**src/rtl/xalu_ise_pcpi.sv**
```systemverilog
// xalu_ise_pcpi: issue/response adapter between the RV32 core PCPI port and
// the combinational Alzette/ELL ISE datapath (xalu_ise).
//
// Custom-0..3 instruction words are decoded into ise_fn/ise_imm. Operands are
// registered, ise_val is held for LAT+1 cycles, and the datapath result is
// captured and returned with a one-cycle pcpi_ready/pcpi_wr pulse.
// Words the adapter does not claim get no response, so the core's timeout
// trap handles them.
//
// Parameters:
//   LAT         extra execute cycles before sampling x_out/x_oval (0..7)
// Ports:
//   ise_clk     clock
//   ise_rst     synchronous active-high reset
//   pcpi_valid  core presents an instruction
//   pcpi_insn   instruction word
//   pcpi_rs1    rs1 operand
//   pcpi_rs2    rs2 operand
//   pcpi_wr     write pcpi_rd to rd (pulses with pcpi_ready)
//   pcpi_rd     result
//   pcpi_wait   execution in progress
//   pcpi_ready  one-cycle completion pulse
//   x_fn        ise_fn to datapath
//   x_imm       ise_imm to datapath
//   x_in1       ise_in1 to datapath
//   x_in2       ise_in2 to datapath
//   x_val       ise_val to datapath
//   x_oval      datapath claimed the operation
//   x_out       datapath result
module xalu_ise_pcpi #(
  parameter int unsigned LAT = 0
) (
  input  logic        ise_clk,
  input  logic        ise_rst,
  input  logic        pcpi_valid,
  input  logic [31:0] pcpi_insn,
  input  logic [31:0] pcpi_rs1,
  input  logic [31:0] pcpi_rs2,
  output logic        pcpi_wr,
  output logic [31:0] pcpi_rd,
  output logic        pcpi_wait,
  output logic        pcpi_ready,
  output logic [5:0]  x_fn,
  output logic [6:0]  x_imm,
  output logic [31:0] x_in1,
  output logic [31:0] x_in2,
  output logic        x_val,
  input  logic        x_oval,
  input  logic [31:0] x_out
);

  localparam logic [2:0] LAT_C = 3'(LAT);

  typedef enum logic [1:0] {
    S_IDLE,
    S_EXEC,
    S_RESP,
    S_DONE
  } state_t;

  state_t      state, state_nx;
  logic [2:0]  cnt;
  logic        is_cust;
  logic [1:0]  cust;
  logic [5:0]  dec_fn;
  logic [6:0]  dec_imm;

  // Only opcode, funct3 and funct7 participate in decode.
  logic unused_insn;
  assign unused_insn = ^{pcpi_insn[24:15], pcpi_insn[11:7]};

  always_comb begin
    is_cust = 1'b1;
    cust    = 2'd0;
    unique case (pcpi_insn[6:0])
      7'h0B:   cust = 2'd0;
      7'h2B:   cust = 2'd1;
      7'h5B:   cust = 2'd2;
      7'h7B:   cust = 2'd3;
      default: is_cust = 1'b0;
    endcase
    dec_fn  = {1'b0, pcpi_insn[14:12], cust};
    dec_imm = pcpi_insn[31:25];
  end

  // Next state and strobes. Strobes depend on the registered state only,
  // so reset drives them all low on the following cycle.
  always_comb begin
    state_nx   = state;
    x_val      = 1'b0;
    pcpi_wait  = 1'b0;
    pcpi_ready = 1'b0;
    pcpi_wr    = 1'b0;
    unique case (state)
      S_IDLE: begin
        if (pcpi_valid && is_cust) state_nx = S_EXEC;
      end
      S_EXEC: begin
        x_val     = 1'b1;
        pcpi_wait = 1'b1;
        // A core flush (valid dropping) does not cut the sequence short.
        if (cnt == LAT_C) state_nx = x_oval ? S_RESP : S_DONE;
      end
      S_RESP: begin
        pcpi_ready = 1'b1;
        pcpi_wr    = 1'b1;
        state_nx   = S_DONE;
      end
      S_DONE: begin
        // Park until the core drops valid so one word is never issued twice.
        if (!pcpi_valid) state_nx = S_IDLE;
      end
      default: state_nx = S_IDLE;
    endcase
  end

  always_ff @(posedge ise_clk) begin
    if (ise_rst) begin
      state   <= S_IDLE;
      cnt     <= '0;
      x_fn    <= '0;
      x_imm   <= '0;
      x_in1   <= '0;
      x_in2   <= '0;
      pcpi_rd <= '0;
    end else begin
      state <= state_nx;
      unique case (state)
        S_IDLE: begin
          if (pcpi_valid && is_cust) begin
            x_fn  <= dec_fn;
            x_imm <= dec_imm;
            x_in1 <= pcpi_rs1;
            x_in2 <= pcpi_rs2;
            cnt   <= '0;
          end
        end
        S_EXEC: begin
          if (cnt != LAT_C) begin
            cnt <= cnt + 3'd1;
          end else if (x_oval) begin
            pcpi_rd <= x_out;
          end
        end
        default: ;
      endcase
    end
  end

endmodule

```
**config.mk**
```make
export PLATFORM = sky130hd
export DESIGN_NAME = xalu_ise_pcpi
export DESIGN_NICKNAME = d
export VERILOG_FILES = /design/src/rtl/xalu_ise_pcpi.sv
export SDC_FILE = /design/constraint.sdc
export NUM_CORES = 1
export LEC_CHECK = 0
export CAP_MARGIN = 20
export CORE_UTILIZATION = 38
export DETAILED_ROUTE_END_ITERATION = 10
export GPL_ROUTABILITY_DRIVEN = 0
export GPL_TIMING_DRIVEN = 0
export PLACE_DENSITY_LB_ADDON = 0.08
export SETUP_SLACK_MARGIN = 0.2
export SLEW_MARGIN = 15
export SYNTH_ARGS = -nofsm -noshare
export SYNTH_HDL_FRONTEND = slang
export SYNTH_SLANG_ARGS = --single-unit
export TNS_END_PERCENT = 10
```
**constraint.sdc**
```tcl
create_clock -name ise_clk -period 2.2 [get_ports ise_clk]
set_input_delay 0.33 -clock ise_clk [delete_from_list [all_inputs] [get_ports ise_clk]]
set_output_delay 0.33 -clock ise_clk [all_outputs]
set_load 0.01 [all_outputs]
```
=== After elaboration in Yosys (flattened, before gate mapping) ===
Cells that the tools add are included.
W data, S select, Z words.

* Input bits: 132
* Bits in latches: 0
* Output and inout port bits: 113
* Bits in registers: 113
* Word-level logic and storage cells: 42
* RAM bits: 0
* Memories kept: 0
* Bits in read-only memories: 0

* Div/mod/pow operators: 0
* Shift operators: 0
* Equality and inequality tests: 11
* Multipliers: 0
* Mux-type cells: 12
* Reduce and logical (&&, ||, !) cells: 10
* Magnitude comparators: 0
* $add $sub $neg: 1
* Bitwise operators: 1

{| class="wikitable"
|+ Operators by type and width
! operator !! count
|-
| $eq A7 B7 Y1 const B || 2
|-
| $reduce_and A3 Y1 || 3
|-
| $ne A2 B2 Y1 const B || 4
|-
| $pmux W2 S4 || 1
|-
| $eq A7 B4 Y1 const B || 1
|-
| $eq A7 B6 Y1 const B || 1
|-
| $mux W2 || 3
|-
| $mux W3 || 2
|-
| $pmux W2 S3 || 1
|-
| $pmux W3 S2 || 1
|-
| $eq A2 B2 Y1 const B || 2
|-
| $mux W1 || 4
|-
| $reduce_or A4 Y1 || 1
|-
| $add A3 B1 Y3 const B || 1
|-
| $logic_not A3 Y1 || 1
|-
| $reduce_bool A3 Y1 || 1
|-
| $eq A2 B1 Y1 const B || 1
|-
| $logic_not A2 Y1 || 1
|-
| $reduce_and A2 Y1 || 1
|-
| $reduce_bool A2 Y1 || 1
|-
| $logic_and A1 B1 Y1 || 1
|-
| $not A1 Y1 || 1
|}

=== Depth between registers and ports, before layout ===
Gate-level depths: netlist of run 1.

* Word-level depth: 6
* Depth in mapped cells: 8
* Mapped depth without buffers: 6

=== Worst setup path after synthesis of run 1 ===
OpenSTA, ideal clock, no wires.

* Path kind: register to register
* Start: reg state[1]
* End: reg cnt[2]
* Path slack: 571 ps
* Data arrival time: 1,563 ps
* Cell stages (with the launch flop): 7
* Period minus slack after synthesis: 1,629 ps
* Buffers on the path: 0
* Setup time: 66 ps
* Data required time: 2,134 ps
* Cells stage by stage: dfxtp_1 > inv_1 > ha_1 > nand3b_1 > o21ai_0 > or4_4 > a21oi_2

* Longest elaborated chain between the ends: 3
* Elaborated cells on any way between the ends: 7
* Classes of those cells: 3 x eq/ne; 1 x mux; 3 x reduce/logical

{| class="wikitable"
|+ RTL lines
! what !! line !! RTL
|-
| start: declaration || 61 || <nowiki>state_t state, state_nx;</nowiki>
|-
| start signal: assignment || 127 || <nowiki>state <= state_nx;</nowiki>
|-
| $eq A2 B1 Y1 / $logic_not A2 Y1 (equally long branches) || 128 || <nowiki>unique case (state)</nowiki>
|-
| $ne A2 B2 Y1 (no source line) / $reduce_bool A2 Y1 (equally long branches) || - ||
|-
| $reduce_and A3 Y1 (no source line) || - ||
|-
| end signal: assignment || 140 || <nowiki>cnt <= cnt + 3'd1;</nowiki>
|-
| end: declaration || 62 || <nowiki>logic [2:0] cnt;</nowiki>
|}

Parallel ways exist; a longest one is shown, timed or not.
A chain may end at the register's enable or synchronous reset.

=== Final worst setup path of run 1 ===
* Start: reg state[0]
* End: out pcpi_ready

* Longest elaborated chain between the ends: 2

{| class="wikitable"
|+ RTL lines
! what !! line !! RTL
|-
| $eq A2 B2 Y1 || 94 || <nowiki>unique case (state)</nowiki>
|-
| $mux W1 || 94 ||
|-
| end: declaration || 42 || <nowiki>output logic pcpi_ready,</nowiki>
|}

Every way passes these cells.

==> impl_metrics.json, run 1 <==
{
  "ios": 245,
  "num_rows": 37,
  "fmax_ghz": 0.493,
  "r2r_cells": 8,
  "async_flop_share_pct": 0,
  "cts_tree": "done",
  "drt_iter0_markers": 211,
  "worstSetupPathType": "reg -> out",
  "avgRoutedWirePerCell_um": 14.0,
  "p_per_area_nw_per_um2": 837,
  "preCtsSetupSlack_ns": -0.0179,
  "synth_area_um2": 4150,
  "ys_warn_count": 0,
  "vdd_ir_drop_max_v": 0.000563,
  "die_w_um": 107,
  "cpPeakStageDelay_ns": 0.54,
  "htree_num_levels": 4,
  "worstPathRequired_ns": 1.87,
  "via_per_inst": 4.72,
  "worst_pin_slew_ns": 0.666,
  "yosysSeqAreaShare_pct": 54.5,
  "postSynthCellCount": 523,
  "overflow": 0,
  "num_antenna_cells": 0,
  "grt_pass1_vias": 4175,
  "dpl.hpwl_mm": 9.58,
  "setup_ws_ns": 0.170,
  "io_buffers": 228,
  "grt_pass1_wl_mm": 20.3,
  "arrival_ns": 1.70,
  "relSlewSlack_pct": 55.6,
  "layoutNonFillerInstCount": 920,
  "status": "completed",
  "setup_viol": 0,
  "cts.sinks": 113,
  "drv_cap": 0,
  "dr_total_vias": 4341,
  "crit_chain": "inv_2 > ha_2 > clkdlybuf4s50_1",
  "maxSlewViolCount": 0,
  "ys.flop_type": "dfxtp_1",
  "path_max_fanout": 5,
  "synth_edf_count": 0,
  "final_util_pct": 69.6,
  "crit_path_end_kind": "output port",
  "place_inst": 887,
  "fp.dieH_um": 107,
  "yosysUniqueCellTypes": 32,
  "coreArea_um2": 10500,
  "hold_path_class": "in -> reg",
  "grt_max_degree": 17,
  "whs_path_depth": 3,
  "cts_buffers": 17,
  "fill_cells": 890,
  "dr.pass1.iters": 4,
  "nets": 910,
  "post-route-period-util_pct": 92.3,
  "cts_max_path_buffers": 2,
  "grtUsageTotal_pct": 23.0,
  "syn_avg_cell_area_um2": 7.94,
  "root_buffer": "clkbuf_8",
  "rsz0062_at_grt": "yes",
  "crit_path_start_kind": "register",
  "clk_latency_ns": 0.51,
  "route.detailed.drc": 0,
  "start_util_pct": 39.7,
  "finalPower_uw": 6090,
  "final_cell_mix": "clkdlybuf4s50_1 (225), nand2_1 (215), a21oi_1 (112)",
  "antenna_found_initial": 0,
  "drive_above_1_share_pct": 7.91,
  "slowest_stage": "clkdlybuf4s50_1",
  "hold_viol": 0,
  "ys_seq_elements": 113,
  "p_leak_uw": 0.00257,
  "final_common_cell": "clkdlybuf4s50_1",
  "syn_to_final_growth_pct": 75.2,
  "routed_wl_mm": 12.9,
  "final.setup_skew_ns": 0.00737,
  "ant_nets": 0,
  "synth_nets": 662,
  "fin_crit_ns": 2.03,
  "die_area_um2": 11400,
  "finalSetupTns_ns": 0,
  "path_clk_slew_ns": 0.06
}
report_power, final:
group	switching [uW]	internal (uW)	leakage, uW
clock network	910	2030	0.000317
registers	59.1	2150	0.000912
logic	443	502	0.00134
worst max-delay path: cells and delay by family (launching register included):
family / cells / cell delay (ns)
adders and majority gates: 1 / 0.21
buffers and inverters: 2 / 0.64
DFF: 1 / 0.34
synthesized netlist by cell type, drive strengths merged (2+ instances only):
master	instances	area, um^2
nand2	215	807
a21oi	113	569
dfxtp	113	2260
clkbuf	20	75.1
buf	18	106
ha	7	87.6
inv	7	26.3
nand3	4	20.0
o21ai	3	15.0
a21o	2	15.0
nand3b	2	27.5
nand4	2	12.5
o31ai	2	15.0
state kept, by name, indices dropped and copies added, names as in the netlist:
register	flops
x_imm	7
x_in2	32
cnt	3
state	2
x_in1	32
pcpi_rd	32
x_fn	5
repair_timing:
action | 4_1_cts | 5_1_grt
gates resized for setup | 9 | 6
hold buffers | 0 | 0
pin swaps | 1 | 0
endpoints found under the setup margin | 25 | 32
setup buffers | 1 | 0
gates cloned | 0 | 0
layer usage:
| metal | vias to the layer above | share of wire (%) | global-route usage, % |
|---|---|---|---|
| li1 | 2196 | - | - |
| met1 | 1982 | 42 | 26.0 |
| met2 | 147 | 50 | 39.7 |
| met3 | 16 | 6.9 | 8.09 |
| met4 | 0 | 1.7 | 8.61 |
| met5 | - | 0 | 0 |
final cells by class:
type | count | area [um^2] | share of cell area, %
timing repair buffer | 229 | 2290 | 31.5
sequential | 113 | 2260 | 31.1
multi-input combinational | 365 | 1700 | 23.3
clock buffer | 21 | 459 | 6.31
buffer | 38 | 184 | 2.53
clock inverter | 11 | 183 | 2.51
tap | 136 | 170 | 2.34
inverter | 7 | 28.8 | 0.395
metrics by stage:
stage          area (um^2)  hold WS, ns
2_1_floorplan         4150        0.466
6_report              7280        0.363
4_1_cts               7270        0.344
3_5_place_dp          6610        0.446
3_3_place_gp          6610        0.441
5_1_grt               7280        0.353
path summary, 6_finish.rpt:
| path | startpoint | endpoint | slack [ns] |
|---|---|---|---|
| worst min-delay path | x_out[0] | pcpi_rd[0] | 0.36 |
| worst min register to register | pcpi_rd[30] | pcpi_rd[30] | 0.45 |
| worst max-delay path | state[0] | pcpi_ready | 0.17 |
| worst max register to register | state[1] | pcpi_rd[5] | 0.34 |
kinds of logic (layout without fill, tap and decap cells):
group	after synthesis	count (layout)	share of synthesized area, %
buffers and inverters	45	306	5.00
adder cells (fa/ha/maj)	7	7	2.11
XOR/XNOR	2	2	0.422
other	1	1	0.0903
flip-flops	113	113	54.5
AND/OR/NAND/NOR	230	230	22.1
AO/OA/AOI/OAI	125	125	15.8
(Power assumes the default switching activity.)
==> run 2, diff against run 1 <==
Settings changed: CORE_UTILIZATION 38 to 41.
Clock period 2.2 ns to 2.39 ns, I/O delays scaled along.
==> impl_metrics.json, run 2 (synthesis results as in run 1) <==
{
  "hold_path_class": "in -> reg",
  "relSlewSlack_pct": 55.7,
  "grt_pass1_vias": 4119,
  "layoutNonFillerInstCount": 916,
  "multi_input_area_um2": 1700,
  "clkPwrFrac_pct": 43.5,
  "reg_top3": "pcpi_rd: 32 flops, x_in1: 32 flops, x_in2: 32 flops",
  "routed_wl_mm": 12.7,
  "place_inst": 884,
  "final_cell_mix": "clkdlybuf4s50_1 (228), nand2_1 (215), a21oi_1 (112)",
  "fp.dieH_um": 103,
  "grt_max_degree": 17,
  "setup_ws_ns": 0.256,
  "dr_total_vias": 4351,
  "crit_path_start_kind": "register",
  "fill_cells": 781,
  "grt_pass1_wl_mm": 19.2,
  "num_antenna_cells": 0,
  "syn_to_final_growth_pct": 72.3,
  "crit_path_end_kind": "output port",
  "nets": 911,
  "p_sw_uw": 1260,
  "status": "completed",
  "root_buffer": "clkbuf_8",
  "path_clk_slew_ns": 0.05,
  "io_buffers": 228,
  "p_per_area_nw_per_um2": 719,
  "worst_pin_slew_ns": 0.664,
  "dr.pass1.iters": 5,
  "comb_power_share_pct": 17.1,
  "seq_area_um2": 2260,
  "avgRoutedWirePerCell_um": 13.9,
  "power_frac_seq_pct": 39.4,
  "cts_tree": "done",
  "ant_nets": 0,
  "via_per_inst": 4.75,
  "drive_above_1_share_pct": 7.15,
  "route.detailed.drc": 0,
  "hold_viol": 0,
  "r2r_cells": 8,
  "ctsHoldBuffers": 0,
  "overflow": 0,
  "switching_share_pct": 24.5,
  "worstSetupPathType": "reg -> out",
  "antenna_found_initial": 0,
  "ios": 245,
  "maxSlewViolCount": 0,
  "fin_crit_ns": 2.13,
  "final.setup_skew_ns": 0.00402,
  "worstPathRequired_ns": 2.03,
  "drt_iter0_markers": 78,
  "p_leak_uw": 0.00250,
  "start_util_pct": 42.5,
  "cts_max_path_buffers": 2,
  "finalSetupTns_ns": 0,
  "die_w_um": 103,
  "drv_cap": 0,
  "whs_path_depth": 3,
  "fmax_ghz": 0.468,
  "arrival_ns": 1.78,
  "path_max_fanout": 5,
  "final_common_cell": "clkdlybuf4s50_1",
  "preCtsSetupSlack_ns": 0.190,
  "coreArea_um2": 9770,
  "die_area_um2": 10500,
  "num_rows": 36,
  "dpl.hpwl_mm": 9.46,
  "p_int_uw": 3880,
  "clk_latency_ns": 0.51,
  "vdd_ir_drop_max_v": 0.000487,
  "post-route-period-util_pct": 89.3,
  "cts_buffers": 17,
  "setup_viol": 0,
  "cts.sinks": 113,
  "rsz0062_at_grt": "yes",
  "grtUsageTotal_pct": 23.9,
  "htree_num_levels": 4,
  "finalPower_uw": 5140
}
-- run 2: changes by cell type in the layout (fill, tap and decap cells not counted), sizes merged --
cell           delta
clkbuf            +2
dlymetal6s2s      -1
clkinvlp          -1
dlygate4sd2       -2
bufinv            -4
clkdlybuf4s50     +3
clkinv            +1
buf               +1
-- run 2: cell type report --
class / instances / share of cell area [%]
Sequential cell: 113 / 31.6
Inverter: 7 / 0.367
Buffer: 38 / 2.53
Tap cell: 133 / 2.32
Clock inverter: 7 / 0.839
Timing Repair Buffer: 230 / 32.1
Clock buffer: 23 / 6.52
Multi-Input combinational cell: 365 / 23.7
-- run 2: stage by stage --
stage	utilization (%)	instance area, um^2	hold WS [ns]
final	73.2	7160	0.396
after global routing	73.2	7160	0.386
after CTS	73.1	7140	0.377
after detailed placement	67.5	6600	0.445
after global placement	67.5	6600	0.440
after floorplan	-	4150	0.466
-- run 2: repair_timing --
action / CTS / global route
pin swaps: 0 / 0
setup endpoints to repair: 3 / 2
gates resized for setup: 4 / 2
buffers inserted: 0 / 2
-- run 2: routing by layer --
layer	GRT usage, %	vias up	wire length [um]
met5	0	-	0
met4	11.4	0	269
met3	8.20	21	1100
met2	43.1	156	6420
met1	24.9	1984	4920
li1	-	2190	-
-- run 2: worst paths after layout --
path | from | end | slack (ns)
setup / recovery | state[0] | pcpi_wr | 0.26
hold / removal | x_out[6] | pcpi_rd[6] | 0.40
setup reg to reg | state[1] | pcpi_rd[11] | 0.50
hold reg to reg | pcpi_rd[6] | pcpi_rd[6] | 0.45
-- run 2: critical path, cell delays in order (launching register included) --
cell,delay [ns]
dfxtp_2,0.37
inv_2,0.07
ha_1,0.23
buf_4,0.13
clkdlybuf4s50_1,0.46
-- run 2: power groups by stage --
stage	Sequential, uW	Clock [uW]	Combinational (uW)
after floorplan	2090	0	353
after global placement	2050	0	829
after detailed placement	2060	0	844
after CTS	2030	2260	864
after global routing	2040	2370	967
final	2030	2240	879
